<file path="src/rtl/state_enc_if.sv">
// Host <-> forward round sequencer bundle: start/ack handshake in, state code,
// round counter and status decodes out.
interface state_enc_if;
  logic       start;
  logic       ack;
  logic [2:0] cs;
  logic [7:0] cot;
  logic       busy;
  logic       done;
  logic       last;

  // host side drives the handshake and watches the sequencer
  modport master (output start, ack, input cs, cot, busy, done, last);
  // sequencer side
  modport slave  (input start, ack, output cs, cot, busy, done, last);
endinterface

</file>
<file path="src/rtl/state_enc.sv">
// state_enc: AES forward (encryption) round sequencer.
// Emits the state code cs that the datapath decodes into AddRoundKey,
// SubBytes, ShiftRows, MixColumns and key-expansion steps. It also emits
// the round counter cot.
// Optional feature: define STATE_ENC_HOLD_EN to add a 'hold' stall input.
module state_enc #(
  parameter int NR = 10  // 10, 12 or 14 rounds
) (
  input  logic        clk,
  input  logic        res,
`ifdef STATE_ENC_HOLD_EN
  input  logic        hold,
`endif
  state_enc_if.slave  bus
);

  typedef enum logic [2:0] {
    IDL = 3'b000,
    STL = 3'b001,
    ADD = 3'b010,
    SUB = 3'b011,
    SHI = 3'b100,
    MIX = 3'b101,
    KEY = 3'b110,
    FIN = 3'b111
  } state_t;

  localparam logic [7:0] NR_C = 8'(NR);

  state_t     state_q, state_d;
  logic [7:0] cot_q,   cot_d;
  logic       stall;

`ifdef STATE_ENC_HOLD_EN
  // hold freezes the whole sequencer, including start sampling in IDL
  assign stall = hold;
`else
  assign stall = 1'b0;
`endif

  // next-state and round-counter update; cot only advances on ADD->SUB
  always_comb begin
    state_d = state_q;
    cot_d   = cot_q;
    if (!stall) begin
      case (state_q)
        IDL: if (bus.start) begin
               state_d = STL;
               cot_d   = '0;
             end
        STL: state_d = ADD;
        ADD: if (cot_q == NR_C) begin
               state_d = FIN;
             end else begin
               state_d = SUB;
               cot_d   = cot_q + 8'd1;
             end
        SUB: state_d = SHI;
        // final round skips MixColumns
        SHI: state_d = (cot_q == NR_C) ? KEY : MIX;
        MIX: state_d = KEY;
        KEY: state_d = ADD;
        // ack beats a simultaneous start; start is re-sampled in IDL
        FIN: if (bus.ack) begin
               state_d = IDL;
               cot_d   = '0;
             end
        default: begin
          state_d = IDL;
          cot_d   = '0;
        end
      endcase
    end
  end

  // state and counter registers, synchronous reset wins over everything
  always_ff @(posedge clk) begin
    if (res) begin
      state_q <= IDL;
      cot_q   <= '0;
    end else begin
      state_q <= state_d;
      cot_q   <= cot_d;
    end
  end

  assign bus.cs   = state_q;
  assign bus.cot  = cot_q;
  assign bus.busy = (state_q != IDL) && (state_q != FIN);
  assign bus.done = (state_q == FIN);
  assign bus.last = (cot_q == NR_C);

endmodule

</file>
<file path="src/flat_wrapper.sv">
// flat-port wrapper written by rule: the top's interface ports become plain ports
module state_enc_flat 
#(
  parameter int NR = 10                        
)
  (clk, res, bus_start, bus_ack, bus_cs, bus_cot, bus_busy, bus_done, bus_last);
  state_enc_if bus_i ();
  input  logic clk;
  input  logic res;
  input wire logic [$bits(bus_i.start)-1:0] bus_start;
  input wire logic [$bits(bus_i.ack)-1:0] bus_ack;
  output wire logic [$bits(bus_i.cs)-1:0] bus_cs;
  output wire logic [$bits(bus_i.cot)-1:0] bus_cot;
  output wire logic [$bits(bus_i.busy)-1:0] bus_busy;
  output wire logic [$bits(bus_i.done)-1:0] bus_done;
  output wire logic [$bits(bus_i.last)-1:0] bus_last;
  assign bus_i.start = bus_start;
  assign bus_i.ack = bus_ack;
  assign bus_cs = bus_i.cs;
  assign bus_cot = bus_i.cot;
  assign bus_busy = bus_i.busy;
  assign bus_done = bus_i.done;
  assign bus_last = bus_i.last;
  state_enc #(.NR(NR)) u_core (.clk(clk), .res(res), .bus(bus_i));
endmodule
</file>
<file path="config.mk">
export PLATFORM = sky130hd
export DESIGN_NAME = state_enc_flat
export DESIGN_NICKNAME = d
export VERILOG_FILES = /design/src/rtl/state_enc_if.sv /design/src/rtl/state_enc.sv /design/src/flat_wrapper.sv
export SDC_FILE = /design/constraint.sdc
export NUM_CORES = 1
export LEC_CHECK = 0
export CORE_UTILIZATION = 30
export DETAILED_ROUTE_END_ITERATION = 6
export PLACE_DENSITY_LB_ADDON = 0.25
export SLEW_MARGIN = 30
export SYNTH_ARGS = -nofsm -noshare
export SYNTH_HDL_FRONTEND = slang
export SYNTH_SLANG_ARGS = --single-unit
</file>
<file path="constraint.sdc">
create_clock -name clk -period 4.15 [get_ports clk]
set_input_delay 0.415 -clock clk [delete_from_list [all_inputs] [get_ports clk]]
set_output_delay 0.415 -clock clk [all_outputs]
set_load 0.1 [all_outputs]
</file>
Word level (Yosys, flattened, before mapping)
Index checks and enable logic that the tools add are counted.
{ "classes": {"eq_ne": 12, "n_mux": 9, "n_reduce_logical": 7, "addsub": 1} }
{ "ops": {"columns": ["cell", "count"], "rows": [
  ["$mux W8", 3],
  ["$pmux W8 S3", 1],
  ["$pmux W3 S7", 1],
  ["$eq A3 B3 Y1 const B", 4],
  ["$mux W3", 3],
  ["$add A8 B1 Y8 const B", 1],
  ["$eq A8 B4 Y1 const B", 1],
  ["$eq A3 B2 Y1 const B", 2],
  ["$ne A2 B2 Y1 const B", 3],
  ["$reduce_bool A3 Y1", 2],
  ["$reduce_and A4 Y1", 1],
  ["$eq A3 B1 Y1 const B", 1],
  ["$logic_not A3 Y1", 1],
  ["$ne A3 B3 Y1 const B", 1],
  ["$mux W2", 1],
  ["$reduce_and A2 Y1", 1],
  ["$reduce_or A2 Y1", 1],
  ["$logic_and A1 B1 Y1", 1]
]} }
{ "totals": {"inputBits": 4, "elab_cells": 31, "register_bits": 11, "output_inout_bits": 14} }

Logic depth before layout (Yosys ltp)
{ "depth": {"ltp_word": 3, "depth_mapped": 6, "depth_no_buf": 6} }

Worst setup path after synthesis
Ideal clock, no wire load.
{ "synth_timing": {"path_kind": "register to output", "startpoint": "register u_core.state_q[0], in the netlist u_core.bus.cs[0]", "endpoint": "output port bus_busy", "n_path_buf": 1, "arrival_time_ns": 2.964, "slack_ns": 0.771, "required_time_ns": 3.735, "path_stages_with_launch": 4, "path_cell_list": "dfxtp_1 buf_2 and3_1 nor2_1"} }
{ "synth_between": {"elab_chain_len": 2, "elab_cells_between_ends": 3, "classes_between": "1 x eq/ne; 2 x reduce/logical"} }
{ "synth_rtl": {"columns": ["element", "line", "text"], "rows": [
  ["start: declaration", "state_enc.sv:30", "state_t state_q, state_d;"],
  ["start signal: assignment", "state_enc.sv:82", "state_q <= state_d;"],
  ["$ne A3 B3 Y1 / $reduce_bool A3 Y1 (equally long branches)", "state_enc.sv:89", "assign bus.busy = (state_q != IDL) && (state_q != FIN);"],
  ["$logic_and A1 B1 Y1 *", "state_enc.sv:89", null],
  ["end: declaration", "flat_wrapper.sv:14", "output wire logic [$bits(bus_i.busy)-1:0] bus_busy;"]
]} }
Mark *: on every way between the ends. The rest lies on a longest branch, timed or not.

Final worst setup path
{ "layout_timing": {"startpoint": "register u_core.cot_q[0], in the netlist u_core.bus.cot[0]", "endpoint": "output port bus_last"} }
{ "layout_between": {"elab_chain_len": 1} }
{ "layout_rtl": {"columns": ["element", "line", "text"], "rows": [
  ["start: declaration", "state_enc.sv:31", "logic [7:0] cot_q, cot_d;"],
  ["start signal: assignment", "state_enc.sv:83", "cot_q <= cot_d;"],
  ["$eq A8 B4 Y1", "state_enc.sv:91", "assign bus.last = (cot_q == NR_C);"],
  ["end: declaration", "flat_wrapper.sv:16", "output wire logic [$bits(bus_i.last)-1:0] bus_last;"]
]} }
No other way between the ends.

==> out/results.ini <==
[outcome]
status = completed

[place]
dp_slack_ns = 1.58
place_congestion = 0.742
dpl.hpwl_um = 1130
portBuffers = 17

[synth]
ys_seq_area_share_pct = 32.5
syn_avg_cell_area_um2 = 8.58
synth_edf_count = 0
synth_nets = 85
yosys_warnings = 0
synth.cell_area_um2 = 678
yosysUniqueCellTypes = 35
async_reset_ff_share_pct = 0
synth_flop_cell = dfxtp_1
synth_seq_cells = 11
synth_cells = 79

[detailed_routing]
ant_nets = 0
wire_per_inst_um = 12.9
drc = 0
first_pass_iters = 4
totalWireLength_um = 1600
num_vias = 678
drtIter0Drc = 15
vias_per_cell = 5.47

[clock_network]
cts_setup_buffers = 0
cts_tree = built
h-tree-depth = 1
cts_resized = 0
clockBufferDepth = 2
root_buffer = clkbuf_4
numCtsBuffers = 3
clock-sinks = 11
cts_hold_buf = 0
clk_pin_slew_worst_paths_ns = 0.07
insertion_delay_ns = 0.26

[floorplanning]
ios = 18
start_util_pct = 33.2
core_mm2 = 0.00204
dieArea_mm2 = 0.00245
die_y_um = 49.5
die_w_um = 49.5
row_count = 16

[sta]
finalCritPeriodShare_pct = 70.1
final-hold-violation-count = 0
fmax_mhz = 344
period_needed_ns = 2.91
setup_tns_ns = 0
worst_slew_pin_slew_ns = 0.975
setup_viol = 0
slew_violations = 0
fin_ws_ns = 1.24
rsz0062_at_grt = no
relSlewSlack_pct = 34.8
finalClockSkew_ns = 0.00156

[setup_path]
cp_slowest_cell = clkdlybuf4s50_1
critPathRequiredTime_ns = 3.73
cp-start-kind = flip-flop
cpPeakStageDelay_ns = 1.17
crit_type = flip-flop to output port
critPathCaptureType = output port
path_cells = inv_1 > ha_1 > nand4bb_1 > nor2_1 > clkdlybuf4s50_1
critPathArrivalTime_ns = 2.50
crit_path_max_fanout = 6

[final_layout]
regArea_um2 = 220
area_growth_pct = 30.8
utilization_pct = 43.4
final_nets = 104
antenna_cells = 0
fillers = 220
multiInputGateArea_um2 = 422
drive_above_1_share_pct = 6.19

[global_route]
grt_pass1_wl_um = 2700
grt_max_degree = 16
grt_pass1_vias = 611
antenna_found_initial = 0
grt.overflow.total = 0
grt_usage_pct = 14.4

[power_and_ir_drop]
power_w = 0.000401
leakagePower_nw = 0.336
p_per_area_mw_per_mm2 = 452
vdd_drop_max_v = 0.000231

[hold_path]
min_path_type = flip-flop to flip-flop

[run]
cap_viol_max_count = 0

[cell usage after synthesis, types with 2 or more instances]
master / n / share of area (%)
o31ai_1: 3 / 3.3
inv_1: 4 / 2.2
dfxtp_1: 11 / 32
nand2_1: 7 / 3.9
buf_2: 2 / 1.5
a21oi_1: 5 / 3.7
or3_1: 8 / 7.4
nor2_1: 6 / 3.3
mux2i_1: 4 / 5.9
o21ai_0: 2 / 1.5
nand3_1: 2 / 1.5
ha_1: 2 / 3.7
[metrics by stage]
stage	instances	instance area, µm²	hold slack [ns]
floorplan	79	678	0.484
global placement	120	861	0.489
detailed placement	120	861	0.492
CTS	124	887	0.503
global route	124	887	0.535
finish	124	887	0.495
[cell type report]
cell class                      count  area share [%]
Clock buffer                        4            2.96
Inverter                            4            1.69
Multi-Input combinational cell     61            47.5
Sequential cell                    11            24.8
Tap cell                           27            3.81
Timing Repair Buffer               17            19.2
[where the power goes]
group	internal [W]	switching, W	total, W
Combinational	0.0000522	0.000134	0.000186
Sequential	0.000114	0.0000262	0.000140
Clock	0.0000371	0.0000375	0.0000746
[per-layer routing]
layer / vias up / wire, µm / GRT usage (%)
met4: 0 / 12 / 5.71
met5: - / 0 / 0
li1: 338 / - / -
met3: 2 / 94 / 5.86
met1: 320 / 738 / 16.9
met2: 18 / 752 / 23.0
[sequential cells by signal (all words and copies together), names as in the netlist]
register / cells
u_core.bus.cot: 8
u_core.bus.cs: 3
[cell families after synthesis]
kind of cell	Yosys count	share of synthesized area [%]
simple gates	36	31.6
mux	4	5.90
flops	11	32.5
xor+xnor	1	1.29
buf+inv	7	5.35
fa+ha+maj	2	3.69
compound gates	18	19.7
[cells in the final DEF (no fill, tap or decap), types with 3 or more instances in the layout]
cell type,count
nand2_1,7
nor2_1,6
mux2i_1,4
a21oi_1,5
clkdlybuf4s50_1,17
or3_1,8
o31ai_1,3
dfxtp_1,11
clkbuf_4,3
inv_1,4
[critical path: cells and delay by family, from the launching register on]
| family | cells | cell delay [ns] |
|---|---|---|
| buffers and inverters | 2 | 1.24 |
| AND/OR/NAND/NOR | 2 | 0.48 |
| adder cells (fa/ha/maj) | 1 | 0.14 |
| flip-flops | 1 | 0.36 |
[final timing paths]
kind	start	slack (ns)	end	cells after the start
setup reg to reg	u_core.bus.cs[1]	2.37	u_core.bus.cot[7]	4
setup / recovery	u_core.bus.cot[0]	1.24	bus_last	5
hold reg to reg	u_core.bus.cot[7]	0.50	u_core.bus.cot[7]	2
hold / removal	u_core.bus.cot[7]	0.50	u_core.bus.cot[7]	2
No activity file was read; power rests on OpenSTA's default activity.
